--- src/rtl/interrupt_controller.sv ---
// ---------------------------------------------------------------------------
// interrupt_controller
//
// Collects interrupt requests from NDEV memory-mapped devices, latches their
// rising edges into sticky pending bits, applies a software-writable enable
// mask, and picks one winner round-robin. The winner is presented to the
// system register file as inta/idn. Further interrupts are held off until the
// handler commits RETI.
//
// Ports:
//   clk        system clock
//   reset      asynchronous, active-high reset
//   irq        per-device request lines (rising edge is significant)
//   intaTaken  pipeline accepted the interrupt this cycle
//   isReti     RETI instruction commits this cycle
//   maskWrtEn  load maskIn[NDEV-1:0] into the enable mask
//   maskIn     new mask value
//   inta       registered interrupt request
//   idn        winning device number (zero-extended), 0 unless requesting
//   ack        one-hot, one-cycle acknowledge pulse to the serviced device
//   pending    sticky pending bits
//   mask       current enable mask
//   busy       an interrupt is being serviced
// ---------------------------------------------------------------------------
module interrupt_controller #(
    parameter int              DBITS      = 32,
    parameter int              NDEV       = 4,
    parameter logic [NDEV-1:0] MASK_RESET = {NDEV{1'b1}}
) (
    input  logic             clk,
    input  logic             reset,
    input  logic [NDEV-1:0]  irq,
    input  logic             intaTaken,
    input  logic             isReti,
    input  logic             maskWrtEn,
    input  logic [DBITS-1:0] maskIn,
    output logic             inta,
    output logic [DBITS-1:0] idn,
    output logic [NDEV-1:0]  ack,
    output logic [NDEV-1:0]  pending,
    output logic [NDEV-1:0]  mask,
    output logic             busy
);

    localparam int PTRW = (NDEV > 1) ? $clog2(NDEV) : 1;

    typedef enum logic [1:0] {
        IDLE    = 2'd0,
        REQ     = 2'd1,
        SERVICE = 2'd2
    } stateType;

    stateType        stateReg, stateNext;
    logic [PTRW-1:0] winReg, winNext;
    logic [PTRW-1:0] rrPtrReg, rrPtrNext;
    logic [NDEV-1:0] irqPrevReg;
    logic [NDEV-1:0] pendingReg, pendingNext;
    logic [NDEV-1:0] maskReg;
    logic [NDEV-1:0] ackReg, ackNext;
    logic            intaReg;
    logic            busyReg;

    logic [NDEV-1:0] eligible;
    logic [NDEV-1:0] rise;
    logic [PTRW-1:0] pickIdx;
    logic            pickFound;

    // Only the low NDEV bits of the mask bus are meaningful.
    logic unusedMaskBits;
    assign unusedMaskBits = &{1'b0, maskIn[DBITS-1:NDEV]};

    assign eligible = pendingReg & maskReg;
    assign rise     = irq & ~irqPrevReg;

    // Pending bits: a new rising edge beats a same-edge acknowledge clear,
    // so a device that re-requests exactly as it is acked is not lost.
    genvar gi;
    generate
        for (gi = 0; gi < NDEV; gi++) begin : gPending
            assign pendingNext[gi] = rise[gi] | (pendingReg[gi] & ~ackNext[gi]);
        end
    endgenerate

    // Round-robin pick: first eligible index scanning upward from rrPtr,
    // wrapping modulo NDEV.
    always_comb begin
        int              cand;
        logic [PTRW-1:0] candIdx;
        pickIdx   = rrPtrReg;
        pickFound = 1'b0;
        cand      = 0;
        candIdx   = '0;
        for (int k = 0; k < NDEV; k++) begin
            cand    = (int'(rrPtrReg) + k) % NDEV;
            candIdx = PTRW'(cand);
            if (!pickFound && eligible[candIdx]) begin
                pickFound = 1'b1;
                pickIdx   = candIdx;
            end
        end
    end

    // Next-state logic. The withdraw test looks at the current mask, so a
    // mask write landing on the same edge as intaTaken cannot pre-empt the take.
    always_comb begin
        stateNext = stateReg;
        winNext   = winReg;
        rrPtrNext = rrPtrReg;
        ackNext   = '0;
        case (stateReg)
            IDLE: begin
                if (pickFound) begin
                    winNext   = pickIdx;
                    stateNext = REQ;
                end
            end
            REQ: begin
                if (intaTaken) begin
                    ackNext[winReg] = 1'b1;
                    rrPtrNext = (winReg == PTRW'(NDEV - 1)) ? '0 : winReg + PTRW'(1);
                    stateNext = SERVICE;
                end else if (!eligible[winReg]) begin
                    stateNext = IDLE;
                end
            end
            SERVICE: begin
                if (isReti) begin
                    stateNext = IDLE;
                end
            end
            default: stateNext = IDLE;
        endcase
    end

    always_ff @(posedge clk or posedge reset) begin
        if (reset) begin
            stateReg   <= IDLE;
            winReg     <= '0;
            rrPtrReg   <= '0;
            irqPrevReg <= '0;
            pendingReg <= '0;
            maskReg    <= MASK_RESET;
            ackReg     <= '0;
            intaReg    <= 1'b0;
            busyReg    <= 1'b0;
        end else begin
            stateReg   <= stateNext;
            winReg     <= winNext;
            rrPtrReg   <= rrPtrNext;
            irqPrevReg <= irq;
            pendingReg <= pendingNext;
            if (maskWrtEn) begin
                maskReg <= maskIn[NDEV-1:0];
            end
            ackReg     <= ackNext;
            // inta/busy are registered copies of the next state so they track
            // the state register exactly.
            intaReg    <= (stateNext == REQ);
            busyReg    <= (stateNext == SERVICE);
        end
    end

    assign inta    = intaReg;
    assign busy    = busyReg;
    assign ack     = ackReg;
    assign pending = pendingReg;
    assign mask    = maskReg;
    assign idn     = (stateReg == REQ) ? DBITS'(winReg) : '0;

endmodule

--- config.mk ---
export PLATFORM = sky130hd
export DESIGN_NAME = interrupt_controller
export DESIGN_NICKNAME = d
export VERILOG_FILES = /design/src/rtl/interrupt_controller.sv
export SDC_FILE = /design/constraint.sdc
export NUM_CORES = 1
export LEC_CHECK = 0
export BUFFER_PORTS_ARGS = -buffer_cell sky130_fd_sc_hd__buf_2
export CAP_MARGIN = 25
export CORE_UTILIZATION = 40
export CTS_CLUSTER_DIAMETER = 200
export DETAILED_ROUTE_END_ITERATION = 10
export PLACE_DENSITY = 0.78
export REMOVE_ABC_BUFFERS = 1
export SYNTH_ARGS = -nofsm -noshare
export SYNTH_HDL_FRONTEND = slang
export SYNTH_SLANG_ARGS = --single-unit
--- constraint.sdc ---
create_clock -name clk -period 1.81 [get_ports clk]
set_input_delay 0.181 -clock clk [delete_from_list [all_inputs] [get_ports clk]]
set_output_delay 0.181 -clock clk [all_outputs]
set_load 0.005 [all_outputs]
Word level (Yosys, flattened, before mapping)
Cells that the tools add are included.
W data, S select, Z words.
{"block": "word_totals", "reg_bits": 24, "inputBits": 41, "output_inout_bits": 46, "word_cells": 77}
{"block": "classes", "n_addsub": 4, "order_cmp": 6, "eq_ne": 5, "muxes": 28, "bitwise_logic": 15, "n_reduce_logical": 10}
{"cell": "$mux W2", "count": 9}
{"cell": "$lt A2 B3 Y1 const B", "count": 5}
{"cell": "$bmux W1 S2", "count": 5}
{"cell": "$mux W1", "count": 10}
{"cell": "$and A4 B4 Y4", "count": 2}
{"cell": "$mux W4", "count": 2}
{"cell": "$eq A2 B2 Y1 const B", "count": 3}
{"cell": "$pmux W2 S3", "count": 1}
{"cell": "$add A2 B1 Y2 const B", "count": 2}
{"cell": "$add A2 B2 Y2 const B", "count": 2}
{"cell": "$and A1 B1 Y1", "count": 4}
{"cell": "$eq A2 B1 Y1 const B", "count": 2}
{"cell": "$logic_and A1 B1 Y1", "count": 4}
{"cell": "$not A1 Y1", "count": 4}
{"cell": "$not A4 Y4", "count": 1}
{"cell": "$or A1 B1 Y1", "count": 4}
{"cell": "$reduce_and A2 Y1", "count": 2}
{"cell": "$logic_not A1 Y1", "count": 3}
{"cell": "$demux W1 S2", "count": 1}
{"cell": "$ge A2 B1 Y1 const B", "count": 1}
{"cell": "$logic_not A2 Y1", "count": 1}

Longest topological paths before layout
Gate-level depths: netlist of the first run.
{"block": "depth", "ltp_word": 16, "ltp_mapped": 4, "depth_no_buf": 4}

Worst setup path after synthesis of the first run
No wires, ideal clock.
{"block": "synth_path", "path_kind": "register to register", "startpoint": "register maskReg[3] (netlist: mask[3])", "endpoint": "register intaReg (netlist: inta)", "setup_ns": 0.110, "arrival_ns": 1.321, "t_required_ns": 1.700, "path_slack_ns": 0.379, "path_stages_with_launch": 4, "path_buffers": 0, "synth_period_minus_slack_ns": 1.431, "cell_sequence": "dfstp_2 -> nand2_1 -> mux4_2 -> o41ai_1"}
{"block": "synth_between", "elab_chain_len": 16, "word_cells_on_any_way": 26, "classes_between": "eq/ne (1); mux (18); bitwise (1); reduce/logical (6)"}
{"item": "start, declared", "line": "58", "source": "logic [NDEV-1:0] maskReg;"}
{"item": "start signal, assigned", "line": "153", "source": "maskReg <= maskIn[NDEV-1:0];"}
{"item": "$and A4 B4 Y4 *", "line": "72", "source": "assign eligible = pendingReg & maskReg;"}
{"item": "$bmux W1 S2", "line": "96", "source": "if (!pickFound && eligible[candIdx]) begin"}
{"item": "$mux W1 (implied by the code)", "line": "96"}
{"item": "$mux W1", "line": "96"}
{"item": "$logic_not A1 Y1", "line": "96"}
{"item": "$logic_and A1 B1 Y1", "line": "96"}
{"item": "$mux W1", "line": "96"}
{"item": "$logic_not A1 Y1", "line": "96"}
{"item": "$logic_and A1 B1 Y1", "line": "96"}
{"item": "$mux W1", "line": "96"}
{"item": "$logic_not A1 Y1", "line": "96"}
{"item": "$logic_and A1 B1 Y1", "line": "96"}
{"item": "$mux W1", "line": "96"}
{"item": "$mux W2", "line": "112", "source": "if (pickFound) begin"}
{"item": "$pmux W2 S3 *", "line": "110", "source": "case (stateReg)"}
{"item": "$eq A2 B1 Y1 *", "line": "158", "source": "intaReg <= (stateNext == REQ);"}
{"item": "end signal, assigned", "line": "158"}
{"item": "end, declared", "line": "60", "source": "logic intaReg;"}
Mark *: on every way between the ends. The rest lies on a longest branch, timed or not. The select of a mux whose other input is x is not followed.
A chain may end at the register's enable or synchronous reset.

Worst setup path in the final report of the first run
Ends and elaborated chain as after synthesis.

==> results, run 1 <==
- The area of all sequential standard cells is 605.6 µm².
- The worst setup path is launched from a flip-flop.
- Compared with the post-synthesis result, the final layout area differs by 13.53%.
- The hold buffer count at cts is 5.
- The fill cell instance count of the final layout is 271.
- The number of buffers created by CTS is 3.
- In this run, synthesis inferred 0 flip-flops with an integrated enable.
- The type of destination of the critical path is a flip-flop.
- Detailed routing inserted a total of 870 vias.
- The repair_antennas step left the layout with diodes totalling 0.
- The initial antenna violation count came to 0.
- Entering global routing, the biggest net connects 25 pins.
- Of the available clock period, the critical path in the final layout requires 88.33%.
- The worst-case register-to-register setup slack is 0.21 ns.
- Summing internal, switching and leakage power gives 0.001762 W.
- The post-synthesis cell area is 0.001257 mm².
- The power per unit of standard cell area is 1234 mW/mm².
- The delay of the slowest critical-path stage is 0.56 ns.
- The highest achievable clock rate is 625.5 MHz.
- The final reports fail on design-rule violations.
- The final count of negative-setup-slack endpoints is 0.
- After clock tree synthesis, the clock-pin slew on the worst setup and hold paths is 0.12 ns.
- Across the routed clock network, the largest skew measured is 0.002124 ns.
- The number of buffers added for setup after CTS is 0.
- The kind of critical path is flip-flop to flip-flop.
- After legalization and detailed placement, the total HPWL measured 1.633 mm.
- In this run the core area contains 19 standard-cell rows.
- Averaged over all synthesized cells, the footprint is 10.57 µm².
- The overall routing resource usage is 12.71%.
- The vertical die dimension is 58.07 µm.
- The final number of max-transition violations is 0.
- In this run, distinct cell masters in the synthesized netlist total 30.
- The count of nets left with antenna violations after detail routing is 0.
- The multi-input combinational cells in the finished layout cover a total of 486.7 µm².
- The global-route wire length before repair is 3.270 mm.
- The final layout contains routed wiring with a total length of 2.119 mm.
- The gate count of the mapped netlist is 119.
- The number of hold-slack violations in the final timing report is 0.
- The classification of the worst-slack hold path is input port to flip-flop.
- Sorting the synthesized cells by area gives the leading types as dfrtp_1, buf_4, dfstp_2.
- The TritonCTS clock tree is built.
- For the worst setup path, the data required time is 2.02 ns.
- The biggest fanout along the worst timing path is 6.
- Setup repair after global routing left no endpoint under its margin.
- The accumulated negative setup slack is 0 ns.
- For this run, the leading register cell type out of synthesis is dfrtp_1.
- Summed over all cells, the static leakage comes to 0.7755 nW.
- At the end of routability-driven placement, the weighted congestion stood at 0.8229.
- The count of TritonRoute iterations in the first routing pass is 9.
- The arrival time of the worst setup path is 1.81 ns.
- The number of global-route vias before repair was 786.
- After global routing the overflow that remains totals 0.
- The root buffer cell chosen for the clock tree is clkbuf_4.
- The standard cell core area is 0.002877 mm².
- The share of synthesized flip-flops with an asynchronous set or reset is 100.0%.
- In this run, the number of DRC markers left after iteration 0 of detailed routing was 26.
- CTS built an H-tree with a depth of 1.
- Across the VDD grid, the largest voltage drop is 0.0004129 V.
- The fraction of final layout cells sized beyond drive strength 1 is 29.49%.
- The largest total area in the synthesized netlist belongs to dfrtp_1.
- The max-cap violation count is 0.
- 87 I/O pins were placed.
- Of the post-synthesis cell area, the dominant cell type holds 39.80%.
- In the final routed layout, each cell accounts on average for 10.70 µm.
- The number of warnings printed during yosys synthesis is 0.
- The die covers 0.003372 mm².
- The buffer depth of the longest clock path is 2.
- The effective utilization at floorplan is 43.71%.
- Once the clock tree was built, the resizer swapped 0 gates to a different size.
- The tree built by TritonCTS fans out to 24 sinks.
- Measured along the x axis, the die boundary spans 58.07 µm.
- The clock period minus worst slack is 1.599 ns.
- After synthesis, flip-flops and latches occupy 48.16% of the total area.
- The slowest stage cell on the critical path is dfstp_2.
- In this run the tool buffered the top-level ports with 28 buffer cells.
- After the last flow step, the layout net total stands at 202.
- The insertion delay of the later-clocked pin in the worst-skew pair is 0.32 ns.
- The post-detailed-route DRC marker count is 4.
- The register bit count reported by yosys is 24.
- The flow ran to the end, but the final reports show violations.
- The via count normalized by instance count is 4.394.
- Walking the worst path, the cells encountered are nand2_1 > mux4_2 > o41ai_1.
## critical path: cells and delay by family (launching register included)
kind,cells,cell delay [ns]
mux,1,0.52
flops,1,0.56
simple gates,1,0.13
compound gates,1,0.28
## metal layers
layer	up-vias	part of all wire (%)	track usage, %
met2	48	52	25.29
li1	418	-	-
met5	-	0	0
met3	5	6.8	2.009
met1	399	38	12.80
met4	0	2.5	5.442
## through the flow
step	cell area [µm²]	cells	utilization [%]	hold WS (ns)	setup slack (ns)
2_1_floorplan	1141	118	-	0.1927	0.3788
3_3_place_gp	1341	189	46.63	0.2290	0.2970
3_5_place_dp	1341	189	46.63	0.2404	0.2336
4_1_cts	1428	198	49.63	0.05078	0.1950
5_1_grt	1428	198	49.63	0.05336	0.08850
6_report	1428	198	49.63	0.05153	0.2113
## worst paths after layout
| kind | start | end | cells after the start |
|---|---|---|---|
| worst max-delay path | mask[3] | inta | 3 |
| min in group asynchronous | reset | irqPrevReg[2] | 4 |
| max in group asynchronous | reset | mask[2] | 4 |
| worst min-delay path | isReti | stateReg[1] | 2 |
| worst min register to register | irqPrevReg[0] | pending[0] | 1 |
| worst max register to register | mask[3] | inta | 3 |
## power by group
group	switching, W	internal [W]
logic	0.000355	0.000306
clock network	0.000154	0.000123
registers	0.000133	0.000691
## sequential cells by signal, summed over array words and instances, names as in the netlist
name        flops
ack             4
irqPrevReg      4
mask            4
pending         4
rrPtrReg        2
stateReg        2
winReg          2
busy            1
inta            1
## Yosys cell counts, types with 2 or more instances
library cell  instances
o31ai_1               2
dfrtp_1              20
o41ai_1               2
and2_1                2
o22ai_1               4
nand2_2               2
inv_1                12
o21ai_0               4
buf_4                30
nand3_1               2
dfstp_2               4
and3_1                4
mux2_2                4
nand2_1               7
ha_1                  4
nor3_1                2
## area by class of cell
type,count,area share (%)
inverters,13,3.418
repair buffers,34,13.85
flip-flops and latches,24,42.42
well taps,42,3.681
clock buffers,4,2.542
multi-input cells,81,34.09
## cells by family (layout without fill, tap and decap cells)
logic type      after synthesis  in the layout  share of synthesized area (%)
mux                           5              5                          5.373
flops                        24             24                          48.16
simple gates                 22             22                          8.955
other cells                   1             30                         0.2982
fa+ha+maj                     4              4                          3.980
compound gates               20             20                          11.44
buf+inv                      43             51                          21.79
## layout by cell type, fill, tap and decap left out, drive strengths merged
cell type and instances:
nor2b 1, a21oi 1, o22ai 4, nand3 2, ha 4, conb 30
mux2 4, nor2 1, a2bb2oi 1, o41ai 2, nand2 9, o31ai 2
clkbuf 4, dfrtp 20, o21ai 4, buf 29, dlygate4sd3 5, a222oi 1
a22o 1, a21boi 1, o2bb2ai 1, mux4 1, a41o 1, or2 1
nor3 2, o211ai 1, and3 4, dfstp 4, inv 13, and2 2
No activity file was read; power rests on OpenSTA's default activity.
==> inputs of run 2 (changes only) <==
- CORE_UTILIZATION: 40 -> 41
- PLACE_DENSITY: 0.78 -> 0.8
==> run 2 against run 1 <==
Net effect:
- the run still ends with design-rule violations left
- clock skew up 0.0013 ns
- critical path depth unchanged
- largest power group unchanged
- non-clock buffer count unchanged
==> results, run 2 (synthesis results as in run 1) <==
- The overall routed net length was 2.215 mm (+4.5%).
- The worst clock skew on the final layout is 0.003376 ns (+0.001252 ns).
- The depth of the worst register-to-register path was 3 (unchanged).
- The maximum number of pins on one net before global-route repair came to 15 (-40%).
- The flow ran to the end, but the final reports show violations.
- The number of cells after detailed placement is 178 (-5.8%).
- The standard cell core area was 0.002829 mm² (-1.7%).
- The I/O pin count is 87 (unchanged).
- The sum of overflow across all layers after global routing is 0 (unchanged).
- The fill cell instance count of the final layout is 273 (+0.74%).
- The post-route standard cell area excluding fillers is 0.001414 mm² (-0.96%).
- The effective utilization at floorplan came to 44.45% (+0.73 points).
- The overall routing resource usage is 14.61% (+1.9 points).
- The largest voltage drop on the vdd net is 0.0003670 V (-11%).
- The placement row count is 19 (unchanged).
- The number of levels the H-tree was split into is 1 (unchanged).
- Setup repair after global routing left no endpoint under its margin.
- The initial antenna violation count is 0 (unchanged).
- The number of hold-slack violations in the final timing report is 0 (unchanged).
- The count of nets left with antenna violations after detail routing is 0 (unchanged).
- The count of buffers from port buffering is 28 (unchanged).
- The area of placed instances is 0.001328 mm² (-1.0%).
- The fraction of final layout cells sized beyond drive strength 1 is 29.49% (unchanged).
- The worst path required time is 2.03 ns (about the same).
- The final cycle utilization of the critical path came to 88.35% (about the same).
- The arrival time of the worst setup path is 1.82 ns (about the same).
- The buffer depth of the longest clock path is 2 (unchanged).
- The number of buffers created by CTS was 3 (unchanged).
- The post-detailed-route DRC marker count is 4 (unchanged).
- The number of nets in the finished design is 202 (unchanged).
- The most common cell after layout, fill and taps aside is conb_1.
- The number of global-route vias before repair came to 849 (+8.0%).
- The tree is rooted in a clkbuf_4.
- The final number of max-transition violations is 0 (unchanged).
- The top cell types in the final layout, fill and taps aside, are conb_1, buf_2, dfrtp_1, inv_1, nand2_1.
- The clock transition at the register clock pins on the worst setup and hold paths after CTS came to 0.12 ns (about the same).
- The worst hold path cell count is 2 (unchanged).
- The average wire length per cell after detail routing is 11.84 µm (+11%).
- The highest achievable clock rate was 625.3 MHz (about the same).
- The path class of the tightest hold or removal check is input port to flip-flop.
- The antenna diode instance count is 0 (unchanged).
- The via count normalized by instance count is 4.738 (+7.8%).
- TritonCTS built the clock tree.
- The startpoint of the worst register-to-register path is mask[3].
- The number of buffers added for setup after CTS is 0 (unchanged).
- The biggest fanout along the worst timing path is 6 (unchanged).
- The final estimated routing congestion in global placement is 0.8649 (+5.1%).
- The global-route wire length before repair is 3.622 mm (+11%).
- The power per unit of standard cell area is 1257 mW/mm² (+1.9%).
- The vertical die dimension came to 57.38 µm (-1.2%).
- Compared with the post-synthesis result, the final layout area differs by 12.44%.
- The max-cap violation count came to 0 (unchanged).
- The kind of critical path is flip-flop to flip-flop.
- The worst setup path is launched from a flip-flop.
- The final reports fail on design-rule violations.
- The die boundary width is 57.38 µm (-1.2%).
- The terminus of the critical flop-to-flop path is inta.
- The clock period minus worst slack was 1.599 ns (+0.0004940 ns).
- The half-perimeter wire length after placement is 1.739 mm (+6.4%).
- The die footprint is 0.003292 mm² (-2.4%).
- The reported leakage power is 0.7755 nW (unchanged).
- For hold timing, the worst endpoint is busy.
- The insertion delay of the later-clocked pin in the worst-skew pair is 0.32 ns (about the same).
- The count of non-filler cells in the finished layout came to 187 (-5.6%).
- STA classifies the critical path endpoint as a flip-flop.
- The startpoint of the lowest-slack hold path is isReti.
- The accumulated negative setup slack is 0 ns (unchanged).
- The total number of clock tree sinks came to 24 (unchanged).
- The initial detailed-routing violation count was 39 (+50%).
- The worst-case register-to-register setup slack is 0.21 ns (about the same).
- The vias after detailed routing is 886 (+1.8%).
- The final count of negative-setup-slack endpoints is 0 (unchanged).
- The count of TritonRoute iterations in the first routing pass was 7 (-2).
==> run 2: cell counts in the layout (fill, tap and decap cells not counted) <==
No cell type changed its count.
==> run 2: where the power goes <==
part / switching (W) / leakage (nW) / internal [W]
clock: 0.000156 / 0.0210 / 0.000123
sequential: 0.000133 / 0.281 / 0.000691
combinational: 0.000369 / 0.473 / 0.000305
total: 0.000658 / 0.775 / 0.00112
==> run 2: metal layers <==
metal	routed length, µm	vias to the layer above	GRT usage [%]	share of wire, %
met5	0	-	0	0
met4	56	0	9.059	2.5
met3	132	5	2.268	6.0
met2	1185	45	27.24	53
met1	841	417	15.12	38
li1	-	419	-	-
==> run 2: area by class of cell <==
cell class | instances | area, µm² | share of cell area (%)
Clock buffer | 4 | 36.28 | 2.566
Inverter | 13 | 48.80 | 3.451
Multi-Input combinational cell | 81 | 486.7 | 34.42
Sequential cell | 24 | 605.6 | 42.83
Tap cell | 31 | 38.79 | 2.743
Timing Repair Buffer | 34 | 197.7 | 13.98
==> run 2: metrics by stage <==
stage | hold WS, ns | power, W | worst slack [ns] | utilization, %
3_5_place_dp | 0.1747 | 0.001493 | 0.2901 | 46.93
2_1_floorplan | 0.1927 | 0.001252 | 0.3788 | -
3_3_place_gp | 0.1640 | 0.001443 | 0.2946 | 46.93
5_1_grt | 0.04617 | 0.001905 | 0.1154 | 49.98
6_report | 0.03832 | 0.001777 | 0.2108 | 49.98
4_1_cts | 0.03686 | 0.001789 | 0.1955 | 49.98
==> run 2: timing repair <==
item                      in CTS  in global routing
hold endpoints to repair      10                  0
resized for setup              0                  0
hold buffers                   5                  0
==> run 2: worst max-delay path by stage <==
stage	from	slack, ns	endpoint
global route	mask[3]	0.12	inta
finish	mask[3]	0.21	inta
detailed placement	mask[3]	0.29	stateReg[0]
CTS	mask[3]	0.20	inta
floorplan	mask[3]	0.38	inta
global placement	mask[3]	0.29	inta
==> run 2: worst max-delay path, stage by stage, from the launching register on <==
cell,delay [ns]
dfstp_2,0.56
nand2_1,0.14
mux4_2,0.52
o41ai_1,0.27
==> inputs of run 3 (changes only) <==
- ABC_AREA: not set -> 1
- CORE_UTILIZATION: 41 -> 43
- PLACE_DENSITY: 0.8 -> 0.79
==> run 3 against run 2 <==
Net effect:
- the flow now finishes without violations
- final area increased by 16%
- via count is 27% higher
- combinational power up 94%
- hold slack gained 0.015 ns
- critical endpoint is now winReg[1]
==> results, run 3 <==
- The flow ran to the end, and the final reports show no timing, DRC or antenna violations.
- The delay of the slowest critical-path stage is 0.41 ns (-0.15 ns).
- The effective utilization at floorplan is 46.98% (+2.5 points).
- Sorting the synthesized cells by area gives the leading types as dfrtp_1, buf_4, nand2_1.
- The area share of the leading cell type in the synthesized netlist is 33.78% (-6.0 points).
- The area of all sequential standard cells is 605.6 µm² (unchanged).
- The highest achievable clock rate is 627.4 MHz (+0.34%).
- The I/O pin count was 87 (unchanged).
- The clock transition at the register clock pins on the worst setup and hold paths after CTS is 0.12 ns (about the same).
- The number of levels the H-tree was split into is 1 (unchanged).
- The tree is rooted in a clkbuf_4.
- The half-perimeter wire length after placement is 1.944 mm (+12%).
- The type of destination of the critical path is a flip-flop.
- The number of nets in the finished design is 259 (+28%).
- The share of synthesized flip-flops with an asynchronous set or reset is 100.0% (unchanged).
- The area taken by multi-input logic gates was 661.9 µm² (+36%).
- The most common cell after layout, fill and taps aside is nand2_1.
- The maximum number of pins on one net before global-route repair came to 19 (+4).
- The fill cell instance count of the final layout is 322 (+18%).
- For this run, the leading register cell type out of synthesis is dfrtp_1.
- The biggest fanout along the worst timing path is 11 (+5).
- For the pin with the worst max-slew slack, the measured transition is 0.6678 ns.
- The placement row count was 20 (+1).
- The initial antenna violation count is 0 (unchanged).
- The post-detailed-route DRC marker count is 0 (-4).
- The final estimated routing congestion in global placement was 0.8258 (-4.5%).
- Traced cell by cell, the critical path runs through clkinvlp_4 > nand2_1 > nand2_1 > o21ai_2 > nand4_1 > nand2_1 > nand2_1 > nand3_1 > nand2_1.
- The total number of clock tree sinks is 24 (unchanged).
- The vias after detailed routing was 1,129 (+27%).
- The average cell area after synthesis is 8.323 µm² (-21%).
- The startpoint identified for the worst register-to-register timing path is rrPtrReg[0].
- The area growth from synthesis to final layout is 10.90%.
- The worst clock skew on the final layout is 0.001485 ns (-0.001891 ns).
- The overall routed net length is 2.494 mm (+13%).
- The overall routing resource usage was 14.56% (-0.053 points).
- The critical path in this run is classified as flip-flop to flip-flop.
- The slowest stage of the critical path is the dfrtp_1 cell.
- On the critical path the largest part of the delay comes from simple AND/OR/NAND/NOR gates.
- The count of nets left with antenna violations after detail routing is 0 (unchanged).
- The count of different cell masters after synthesis is 23 (-23%).
- The max-cap violation count is 0 (unchanged).
- The arrival time of the worst setup path came to 1.81 ns (about the same).
- The number of buffers created by CTS is 3 (unchanged).
- The register bit count reported by yosys is 24 (unchanged).
- The final core utilization is 52.10% (+2.1 points).
- The global-route wire length before repair was 3.981 mm (+9.9%).
- The sum of overflow across all layers after global routing is 0 (unchanged).
- In the layout the commonest cells are nand2_1, conb_1, buf_2, nand3_1, dfrtp_1.
- By instance count, the leading cell after synthesis is nand2_1.
- The vertical die dimension was 60.70 µm (+5.8%).
- The initial detailed-routing violation count is 24 (-38%).
- Counting instances in the post-synthesis netlist gives the leading cell types as nand2_1, buf_4, nand3_1, dfrtp_1, inv_1.
- The via count normalized by instance count is 4.393 (-7.3%).
- The worst path required time is 2.02 ns (about the same).
- The die boundary width was 60.70 µm (+5.8%).
- The count of buffers from port buffering is 28 (unchanged).
- The worst setup path is launched from a flip-flop.
- The antenna diode instance count came to 0 (unchanged).
- The final count of negative-setup-slack endpoints is 0 (unchanged).
- The buffer depth of the longest clock path is 2 (unchanged).
- The number of hold-slack violations in the final timing report is 0 (unchanged).
- Among the stages of the critical path, the cell type that occurs most often is nand2_1.
- The largest voltage drop on the vdd net is 0.0009272 V (+150%).
- The TritonCTS clock tree is built.
- The gate count of the mapped netlist is 178 (+50%).
- Setup repair after global routing left no endpoint under its margin.
- The biggest area consumer among synthesized cells is dfrtp_1.
- The final cycle utilization of the critical path is 88.05% (-0.30 points).
- The sequential share of the synthesized area is 40.88% (-7.3 points).
- The number of warnings printed during yosys synthesis is 0 (unchanged).
- The final number of max-transition violations is 0 (unchanged).
- The overall power of the completed layout came to 0.002413 W (+36%).
- The reported leakage power is 0.8857 nW (+14%).
- The average wire length per cell after detail routing was 9.704 µm (-18%).
- The post-synthesis cell area is 0.001481 mm² (+18%).
- The critical path buffer and inverter count is 1 (+1).
- In this run the most critical hold path is launched from isReti.
- The accumulated negative setup slack is 0 ns (unchanged).
- The power per unit of standard cell area is 1469 mW/mm² (+17%).
- The count of TritonRoute iterations in the first routing pass is 7 (unchanged).
- The standard cell core area is 0.003153 mm² (+11%).
- The die footprint is 0.003684 mm² (+12%).
- In this run the tightest slew margin relative to its limit is 55.43%.
- The number of synthesized flops with an enable pin is 0 (unchanged).
- The number of global-route vias before repair is 926 (+9.1%).
- The insertion delay of the later-clocked pin in the worst-skew pair is 0.31 ns (about the same).
- The launching instance or port of the critical path is rrPtrReg[0].
- The fraction of final layout cells sized beyond drive strength 1 is 25.35% (-4.1 points).
- The clock period minus worst slack came to 1.594 ns (-0.005451 ns).
- The min-delay analysis places its worst path in the category input port to flip-flop.
[run 3: changes by cell type in the layout (fill, tap and decap cells not counted), sizes merged, moves of 2 or more]
| cell | change |
|---|---|
| o41ai | -2 |
| o21ai | +12 |
| nor3 | -2 |
| nand3 | +20 |
| o22ai | -4 |
| and2 | -2 |
| nand2 | +29 |
| inv | +6 |
| and3 | -4 |
| nor2 | +11 |
[run 3: cell type report]
class | count | share of cell area [%]
inverter | 20 | 4.798
multi-input combinational | 130 | 40.29
sequential | 24 | 36.86
timing repair buffer | 35 | 12.49
clock buffer | 4 | 2.209
tap | 44 | 3.351
[run 3: worst paths after layout]
path	endpoint	slack, ns	depth (start not counted)
min reg2reg	pending[0]	0.43	1
max in group asynchronous	winReg[1]	0.76	4
max	winReg[1]	0.22	9
min in group asynchronous	irqPrevReg[2]	0.50	3
min	busy	0.05	2
max reg2reg	winReg[1]	0.22	9
[run 3: cell families (layout without fill, tap and decap cells)]
kind of cell	count (synthesis)	in the layout	synth area share [%]
and+or+nand+nor	73	73	23.40
AOI/OAI and AO/OA	19	19	7.263
muxes	4	4	3.040
adders and majority gates	4	4	3.379
DFF	24	24	40.88
buffers and inverters	53	59	21.79
other	1	30	0.2531
[run 3: where the power goes]
part	internal (W)	total [W]	switching [W]
Clock	0.000123	0.000273	0.000150
Combinational	0.000486	0.00131	0.000827
Sequential	0.000695	0.000828	0.000133
Total	0.00130	0.00241	0.00111
[run 3: metal layers]
metal,part of all wire [%],up-vias,global-route usage [%]
met4,0.64,0,5.844
met5,0,-,0
met3,5.0,2,2.132
li1,-,575,-
met1,44,515,18.91
met2,50,37,24.49
[run 3: repair_timing]
action / in CTS / in global routing
resized for setup: 0 / 1
setup endpoints to repair: 0 / 1
endpoints found under the hold margin: 17 / 0
setup buffers: 0 / 0
hold buffers: 5 / 0
[run 3: stage by stage]
stage          hold WS, ns  std cells  instance area [µm²]  setup slack [ns]
2_1_floorplan       0.1927        174                 1343            0.2791
3_3_place_gp        0.2969        248                 1553            0.2370
3_5_place_dp        0.3022        248                 1553            0.2341
4_1_cts            0.04354        257                 1639            0.2055
5_1_grt            0.03769        257                 1643           0.01036
6_report           0.05375        257                 1643            0.2162
